===== src/rtl/ram_arbiter_if.sv =====
// ram_arbiter_if: two-master request/grant/read-return bus plus the shared ram port; lock lines exist only under ARB_LOCK_EN
interface ram_arbiter_if #(
  parameter int ADDR_W = 23,
  parameter int DATA_W = 32
);
`ifdef ARB_LOCK_EN
  logic m0_lock, m1_lock;
`endif
  logic m0_req, m1_req;
  logic [ADDR_W-1:0] m0_addr, m1_addr;
  logic [DATA_W-1:0] m0_wdata, m1_wdata;
  logic [1:0] m0_ctrl, m1_ctrl;
  logic m0_gnt, m1_gnt;
  logic [DATA_W-1:0] m0_rdata, m1_rdata;
  logic m0_rvalid, m1_rvalid;
  logic [ADDR_W-1:0] ram_addr;
  logic [DATA_W-1:0] ram_wdata;
  logic [1:0] ram_ctrl;
  logic [DATA_W-1:0] ram_rdata;
  modport slave (
`ifdef ARB_LOCK_EN
    input m0_lock, m1_lock,
`endif
    input m0_req, m1_req, m0_addr, m1_addr, m0_wdata, m1_wdata, m0_ctrl, m1_ctrl, ram_rdata,
    output m0_gnt, m1_gnt, m0_rdata, m1_rdata, m0_rvalid, m1_rvalid, ram_addr, ram_wdata, ram_ctrl
  );
  modport master (
`ifdef ARB_LOCK_EN
    output m0_lock, m1_lock,
`endif
    output m0_req, m1_req, m0_addr, m1_addr, m0_wdata, m1_wdata, m0_ctrl, m1_ctrl, ram_rdata,
    input m0_gnt, m1_gnt, m0_rdata, m1_rdata, m0_rvalid, m1_rvalid, ram_addr, ram_wdata, ram_ctrl
  );
endinterface


===== src/rtl/ram_arbiter.sv =====
// ram_arbiter: round-robin two-master arbiter onto a single-port ram; ARB_LOCK_EN adds per-master lock for back-to-back accesses
module ram_arbiter #(
  parameter int ADDR_W = 23,
  parameter int DATA_W = 32,
  parameter int READ_LAT = 1
) (
  input logic clk,
  input logic reset,
  ram_arbiter_if.slave bus
);
  typedef enum logic [2:0] {IDLE, ACC0, ACC1, RD0, RD1} state_t;
  state_t state;
  logic last_gnt, cur, acc, rd, last_cyc, relock, go, who;
  logic [2:0] cnt;
  logic [1:0] ctrl;
  logic [ADDR_W-1:0] addr;
  logic [DATA_W-1:0] wdata;
  always_comb begin
    cur = state == ACC1 || state == RD1;
    acc = state == ACC0 || state == ACC1;
    rd = state == RD0 || state == RD1;
    last_cyc = cnt == 3'(READ_LAT - 1);
`ifdef ARB_LOCK_EN
    relock = (acc && !bus.ram_ctrl[1] || rd && last_cyc) && (cur ? bus.m1_lock && bus.m1_req : bus.m0_lock && bus.m0_req);
`else
    relock = 1'b0;
`endif
    go = state == IDLE ? bus.m0_req || bus.m1_req : relock;
    who = state == IDLE ? bus.m1_req && (!bus.m0_req || !last_gnt) : cur;
    addr = who ? bus.m1_addr : bus.m0_addr;
    wdata = who ? bus.m1_wdata : bus.m0_wdata;
    ctrl = who ? bus.m1_ctrl : bus.m0_ctrl;
  end
  always_ff @(posedge clk) begin
    if (reset) begin
      state <= IDLE;
      last_gnt <= 1'b1;
      cnt <= 3'd0;
      bus.m0_gnt <= 1'b0;
      bus.m1_gnt <= 1'b0;
      bus.m0_rvalid <= 1'b0;
      bus.m1_rvalid <= 1'b0;
      bus.m0_rdata <= '0;
      bus.m1_rdata <= '0;
      bus.ram_ctrl <= 2'b00;
      bus.ram_addr <= '0;
      bus.ram_wdata <= '0;
    end else begin
      bus.m0_gnt <= go && !who;
      bus.m1_gnt <= go && who;
      bus.m0_rvalid <= state == RD0 && last_cyc;
      bus.m1_rvalid <= state == RD1 && last_cyc;
      bus.m0_rdata <= state == RD0 && last_cyc ? bus.ram_rdata : bus.m0_rdata;
      bus.m1_rdata <= state == RD1 && last_cyc ? bus.ram_rdata : bus.m1_rdata;
      bus.ram_ctrl <= go ? {ctrl[1] && !ctrl[0], ctrl[0]} : 2'b00;
      bus.ram_addr <= go ? addr : bus.ram_addr;
      bus.ram_wdata <= go ? wdata : bus.ram_wdata;
      last_gnt <= acc ? cur : last_gnt;
      cnt <= rd ? cnt + 3'd1 : 3'd0;
      state <= go ? (who ? ACC1 : ACC0) : acc && bus.ram_ctrl[1] ? (cur ? RD1 : RD0) : rd && !last_cyc ? state : IDLE;
    end
  end
endmodule

===== src/flat_wrapper.sv =====
// flat-port wrapper written by rule: the top's interface ports become plain ports
module ram_arbiter_flat 
#(
  parameter int ADDR_W = 23,
  parameter int DATA_W = 32,
  parameter int READ_LAT = 1
)
  (clk, reset, bus_m0_req, bus_m1_req, bus_m0_addr, bus_m1_addr, bus_m0_wdata, bus_m1_wdata, bus_m0_ctrl, bus_m1_ctrl, bus_ram_rdata, bus_m0_gnt, bus_m1_gnt, bus_m0_rdata, bus_m1_rdata, bus_m0_rvalid, bus_m1_rvalid, bus_ram_addr, bus_ram_wdata, bus_ram_ctrl);
  ram_arbiter_if #(.ADDR_W(ADDR_W), .DATA_W(DATA_W)) bus_i ();
  input logic clk;
  input logic reset;
  input wire logic [$bits(bus_i.m0_req)-1:0] bus_m0_req;
  input wire logic [$bits(bus_i.m1_req)-1:0] bus_m1_req;
  input wire logic [$bits(bus_i.m0_addr)-1:0] bus_m0_addr;
  input wire logic [$bits(bus_i.m1_addr)-1:0] bus_m1_addr;
  input wire logic [$bits(bus_i.m0_wdata)-1:0] bus_m0_wdata;
  input wire logic [$bits(bus_i.m1_wdata)-1:0] bus_m1_wdata;
  input wire logic [$bits(bus_i.m0_ctrl)-1:0] bus_m0_ctrl;
  input wire logic [$bits(bus_i.m1_ctrl)-1:0] bus_m1_ctrl;
  input wire logic [$bits(bus_i.ram_rdata)-1:0] bus_ram_rdata;
  output wire logic [$bits(bus_i.m0_gnt)-1:0] bus_m0_gnt;
  output wire logic [$bits(bus_i.m1_gnt)-1:0] bus_m1_gnt;
  output wire logic [$bits(bus_i.m0_rdata)-1:0] bus_m0_rdata;
  output wire logic [$bits(bus_i.m1_rdata)-1:0] bus_m1_rdata;
  output wire logic [$bits(bus_i.m0_rvalid)-1:0] bus_m0_rvalid;
  output wire logic [$bits(bus_i.m1_rvalid)-1:0] bus_m1_rvalid;
  output wire logic [$bits(bus_i.ram_addr)-1:0] bus_ram_addr;
  output wire logic [$bits(bus_i.ram_wdata)-1:0] bus_ram_wdata;
  output wire logic [$bits(bus_i.ram_ctrl)-1:0] bus_ram_ctrl;
  assign bus_i.m0_req = bus_m0_req;
  assign bus_i.m1_req = bus_m1_req;
  assign bus_i.m0_addr = bus_m0_addr;
  assign bus_i.m1_addr = bus_m1_addr;
  assign bus_i.m0_wdata = bus_m0_wdata;
  assign bus_i.m1_wdata = bus_m1_wdata;
  assign bus_i.m0_ctrl = bus_m0_ctrl;
  assign bus_i.m1_ctrl = bus_m1_ctrl;
  assign bus_i.ram_rdata = bus_ram_rdata;
  assign bus_m0_gnt = bus_i.m0_gnt;
  assign bus_m1_gnt = bus_i.m1_gnt;
  assign bus_m0_rdata = bus_i.m0_rdata;
  assign bus_m1_rdata = bus_i.m1_rdata;
  assign bus_m0_rvalid = bus_i.m0_rvalid;
  assign bus_m1_rvalid = bus_i.m1_rvalid;
  assign bus_ram_addr = bus_i.ram_addr;
  assign bus_ram_wdata = bus_i.ram_wdata;
  assign bus_ram_ctrl = bus_i.ram_ctrl;
  ram_arbiter #(.ADDR_W(ADDR_W), .DATA_W(DATA_W), .READ_LAT(READ_LAT)) u_core (.clk(clk), .reset(reset), .bus(bus_i));
endmodule

===== config.mk =====
export PLATFORM = sky130hd
export DESIGN_NAME = ram_arbiter_flat
export DESIGN_NICKNAME = d
export VERILOG_FILES = /design/src/rtl/ram_arbiter_if.sv /design/src/rtl/ram_arbiter.sv /design/src/flat_wrapper.sv
export SDC_FILE = /design/constraint.sdc
export NUM_CORES = 1
export LEC_CHECK = 0
export CAP_MARGIN = 20
export CORE_ASPECT_RATIO = 0.6
export CORE_UTILIZATION = 25
export CTS_CLUSTER_DIAMETER = 200
export DETAILED_ROUTE_END_ITERATION = 16
export PLACE_DENSITY = 0.64
export SETUP_SLACK_MARGIN = 0.1
export SYNTH_ARGS = -nofsm -noshare
export SYNTH_HDL_FRONTEND = slang
export SYNTH_SLANG_ARGS = --single-unit

===== constraint.sdc =====
create_clock -name clk -period 3.11 [get_ports clk]
set_input_delay 0.7775 -clock clk [delete_from_list [all_inputs] [get_ports clk]]
set_output_delay 0.7775 -clock clk [all_outputs]
set_load 0.01 [all_outputs]

### Word-level counts from Yosys, hierarchy flattened

Index checks and enable logic that the tools add are counted.

* register bits: 132
* latch bits: 0
* bits in writable memories: 0
* memory bits (read-only): 0
* bits of input ports: 150
* memories: 0

* add/sub/neg operators: 1
* $mul: 0
* div/mod/pow operators: 0
* $lt $le $gt $ge: 0
* equal/unequal tests: 5
* shift-type cells: 0
* multiplexer cells: 10
* bitwise gates (word level): 2
* reductions and logical operators: 22

Operators with widths (number)
* $mux 32: 1
* $mux 23: 1
* $mux 3: 4
* $logic_and 1x1->1: 8
* $eq 3x2->1 const B: 2
* $logic_not 3->1: 2
* $logic_not 1->1: 5
* $logic_or 1x1->1: 5
* $mux 2: 2
* $reduce_or 2->1: 2
* $add 3x1->3 const B: 1
* $eq 3x1->1 const B: 1
* $eq 3x3->1 const B: 1
* $ne 3x1->1 const B: 1
* $mux 1: 2
* $not 1->1: 2

### Longest topological paths before layout

* depth in word-level cells: 7
* mapped depth: 8
* gate-level depth less buffers: 6

### Least setup slack after synthesis

No wires, ideal clock.

* kind: in2reg
* start: input bus_m1_req
* end: register u_core.bus.ram_addr[0]
* setup time: 0.134 ns
* arrival: 1.781 ns
* slack: 1.195 ns
* stages on the path: 7
* path through: nor2_1 or4_4 buf_6 buf_6 buf_6 a21oi_1 a211oi_1

* word-level cells in the longest chain between the ends: 3
* elaborated cells on any way between the ends: 5

Ends and longest elaborated chain
* start, declared: line flat_wrapper.sv:13 `input wire logic [$bits(bus_i.m1_req)-1:0] bus_m1_req;`
* $logic_and 1x1->1: line ram_arbiter.sv:29 `who = state == IDLE ? bus.m1_req && (!bus.m0_req || !last_gnt) : cur;`
* $mux 1: line ram_arbiter.sv:29
* $mux 23: line ram_arbiter.sv:30 `addr = who ? bus.m1_addr : bus.m0_addr;`
* end signal, assigned: line ram_arbiter.sv:56 `bus.ram_addr <= go ? addr : bus.ram_addr;`
* end, declared: line ram_arbiter_if.sv:25 `output m0_gnt, m1_gnt, m0_rdata, m1_rdata, m0_rvalid, m1_rvalid, ram_addr, ram_wdata, ram_ctrl`

Several ways; a longest one is shown, not always the timed one.
A chain may end at the register's enable or synchronous reset.

### Worst setup path in the final report

* start: input bus_m1_req
* end: register u_core.bus.ram_addr[7]

Same word-level chain as after synthesis.

==> flow_metrics.tcl <==
set metrics [dict create \
    htree_num_levels 4 \
    setup_viol 0 \
    path_clk_slew_ns 0.06 \
    tightest_slew_ns 0.7154 \
    yosysUniqueCellTypes 29 \
    crit_slowest_cell "or4_4" \
    netlist_instances 649 \
    fin_nets 1049 \
    drive_gt1_share_pct 5.501 \
    core_area_um2 20070 \
    cts_tree "yes" \
    outcome "finished, final reports clean" \
    grt_first_pass_wirelength_um 28020 \
    finClkSkew_ns 0.006791 \
    ys_seq_elements 132 \
    cts_buffers 17 \
    worstPathCellList "clkdlybuf4s50_1 -> nor2_1 -> or4_4 -> a21oi_1 -> a211oi_1" \
    crit_path_start_kind "input port" \
    rsz0062_at_grt "false" \
    wire_per_inst_um 15.06 \
    die_area_um2 21130 \
    antenna_found_initial 0 \
    grt_usage_pct 16.92 \
    grt_pass1_vias 5132 \
    max_stage_delay_ns 0.74 \
    place_congestion 0.7946 \
    areaGrowthSynthToFinish_pct 67.93 \
    syn_nets 801 \
    synth_top_cell_by_area "dfxtp_1" \
    crit_type "in -> reg" \
    hold_path.class "reg -> reg" \
    layout.area.seq_um2 2643 \
    drt-vias-per-instance 4.497 \
    dp_hpwl_um 11920 \
    num_rows 40 \
    mappedNetlistArea_um2 5134 \
    wirelength_um 17800 \
    async_flop_share_pct 0 \
    crit_family "simple AND/OR/NAND/NOR gates" \
    fillers 1985 \
    fmax_mhz 456.9 \
    syn_area_per_cell_um2 7.910 \
    die_h_um 113 \
    clock_latency_ns 0.41 \
    end_kind "register" \
    cts_root_buf "clkbuf_16" \
    firstDrtPassIters 5 \
    post-cts-setup-buffer-count 0 \
    multi_input_area_um2 2217 \
    p_per_area_nw_per_um2 582.4 \
    timing.slew.headroom_pct 52.31 \
    cts_hold_buffers 0 \
    crit_arrival_ns 2.46 \
    synthTopCellsByArea "dfxtp_1 51%, nand2_1 14%, a21oi_1 12%" \
    cap_viol_max_count 0 \
    grt-ovfl-total 0 \
    min_period_ns 2.189 \
    grt_max_degree 60 \
    die_w_um 187 \
    ir_drop_v 0.0003579 \
    synth_edf_count 0 \
    power_leakage_nw 3.120 \
    synth_flop_cell "dfxtp_1" \
    start_util_pct 25.58 \
    vias 5316 \
    netlist.area_leader.share_pct 51.47 \
    antenna_cells 0 \
    finalSetupTns_ns 0 \
    worst-path-buf-inv 1 \
    cp_max_fo 59 \
    cts_resized 0 \
    yosysWarningCount 0 \
    design.portCount 275 \
    slew_viol_final 0 \
    required_ns 3.38 \
    drc_errors 0 \
    portBuffers 274 \
    layout_commonest_cell "clkdlybuf4s50_1" \
    clockBufferDepth 2 \
    postRouteAntennaNets 0 \
    finalCritPeriodShare_pct 70.37 \
    drt_iter0_markers 265 \
    cts_sinks 132 \
    layout.cells.most_common_list "273 x clkdlybuf4s50_1, 185 x nand2_1, 132 x dfxtp_1" \
    utilization_pct 42.96 \
    hold_viol_final 0 \
    synth_seq_area_share_pct 51.47 \
]
## cell usage after synthesis, drive strengths merged, types with 2 or more instances
cell type  number
nand2         185
dfxtp         132
a21oi         122
nor2           67
a211oi         56
clkbuf         31
buf            25
inv             4
nor3            4
or2             3
a22oi           2
and3            2
ha              2
nand3           2
nand3b          2
## kinds of logic after synthesis
group           Yosys count  synth area share, %
mux                       1               0.1950
fa+ha+maj                 2               0.4874
xor+xnor                  1               0.1706
compound gates          184                21.35
simple gates            269                20.64
buf+inv                  60                5.679
flops                   132                51.47
## final timing paths
path	start	endpoint	slack, ns	depth (start not counted)
worst max register to register	u_core.state[2]	u_core.bus.ram_addr[7]	1.29	3
worst max-delay path	bus_m1_req	u_core.bus.ram_addr[7]	0.92	5
worst min register to register	u_core.cnt[0]	u_core.cnt[0]	0.45	1
worst min-delay path	u_core.cnt[0]	u_core.cnt[0]	0.45	1
## power by group
part	internal [mW]	leakage, nW	switching [mW]
registers	1.85	1.08	0.0905
clock network	1.13	0.268	0.746
logic	0.625	1.77	0.582
total	3.60	3.12	1.42
## flip-flops by register name, indices dropped and copies added (netlist names)
signal and count:
u_core.bus.m1_rdata 32, u_core.bus.ram_wdata 32, u_core.state 3, u_core.cnt 3, u_core.bus.m0_rvalid 1, u_core.last_gnt 1, u_core.bus.m1_rvalid 1, u_core.bus.m0_gnt 1
u_core.bus.ram_addr 23, u_core.bus.m1_gnt 1, u_core.bus.ram_ctrl 2, u_core.bus.m0_rdata 32
## worst reg2reg max path, stage by stage (launching register included)
cell and delay (ns):
dfxtp_1 0.41, or4_4 0.90, a21oi_1 0.29, a211oi_1 0.10
## per-stage QoR
step / std cells / setup WS, ns / cell area [um2] / hold WS [ns] / total power, mW
2_1_floorplan: 649 / 1.195 / 5134 / 0.4173 / 2.556
3_3_place_gp: 1151 / 0.5213 / 8077 / 0.4360 / 3.178
3_5_place_dp: 1151 / 0.5179 / 8077 / 0.4396 / 3.189
4_1_cts: 1182 / 0.8614 / 8621 / 0.4473 / 5.096
5_1_grt: 1182 / 0.8345 / 8621 / 0.4629 / 5.296
6_report: 1182 / 0.9214 / 8621 / 0.4473 / 5.021
## layer usage
| layer | GRT usage (%) | wire [um] |
|---|---|---|
| met4 | 4.098 | 108 |
| met3 | 7.010 | 1615 |
| met5 | 0 | 0 |
| met2 | 25.42 | 7620 |
| met1 | 22.40 | 8461 |
## cell type report
class,instances,share of cell area [%]
timing repair buffer,285,33.18
clock inverter,10,0.9724
inverter,4,0.1742
tap,273,3.962
sequential,132,30.65
clock buffer,21,5.341
multi-input combinational,457,25.72
No activity file was read; power rests on OpenSTA's default activity.
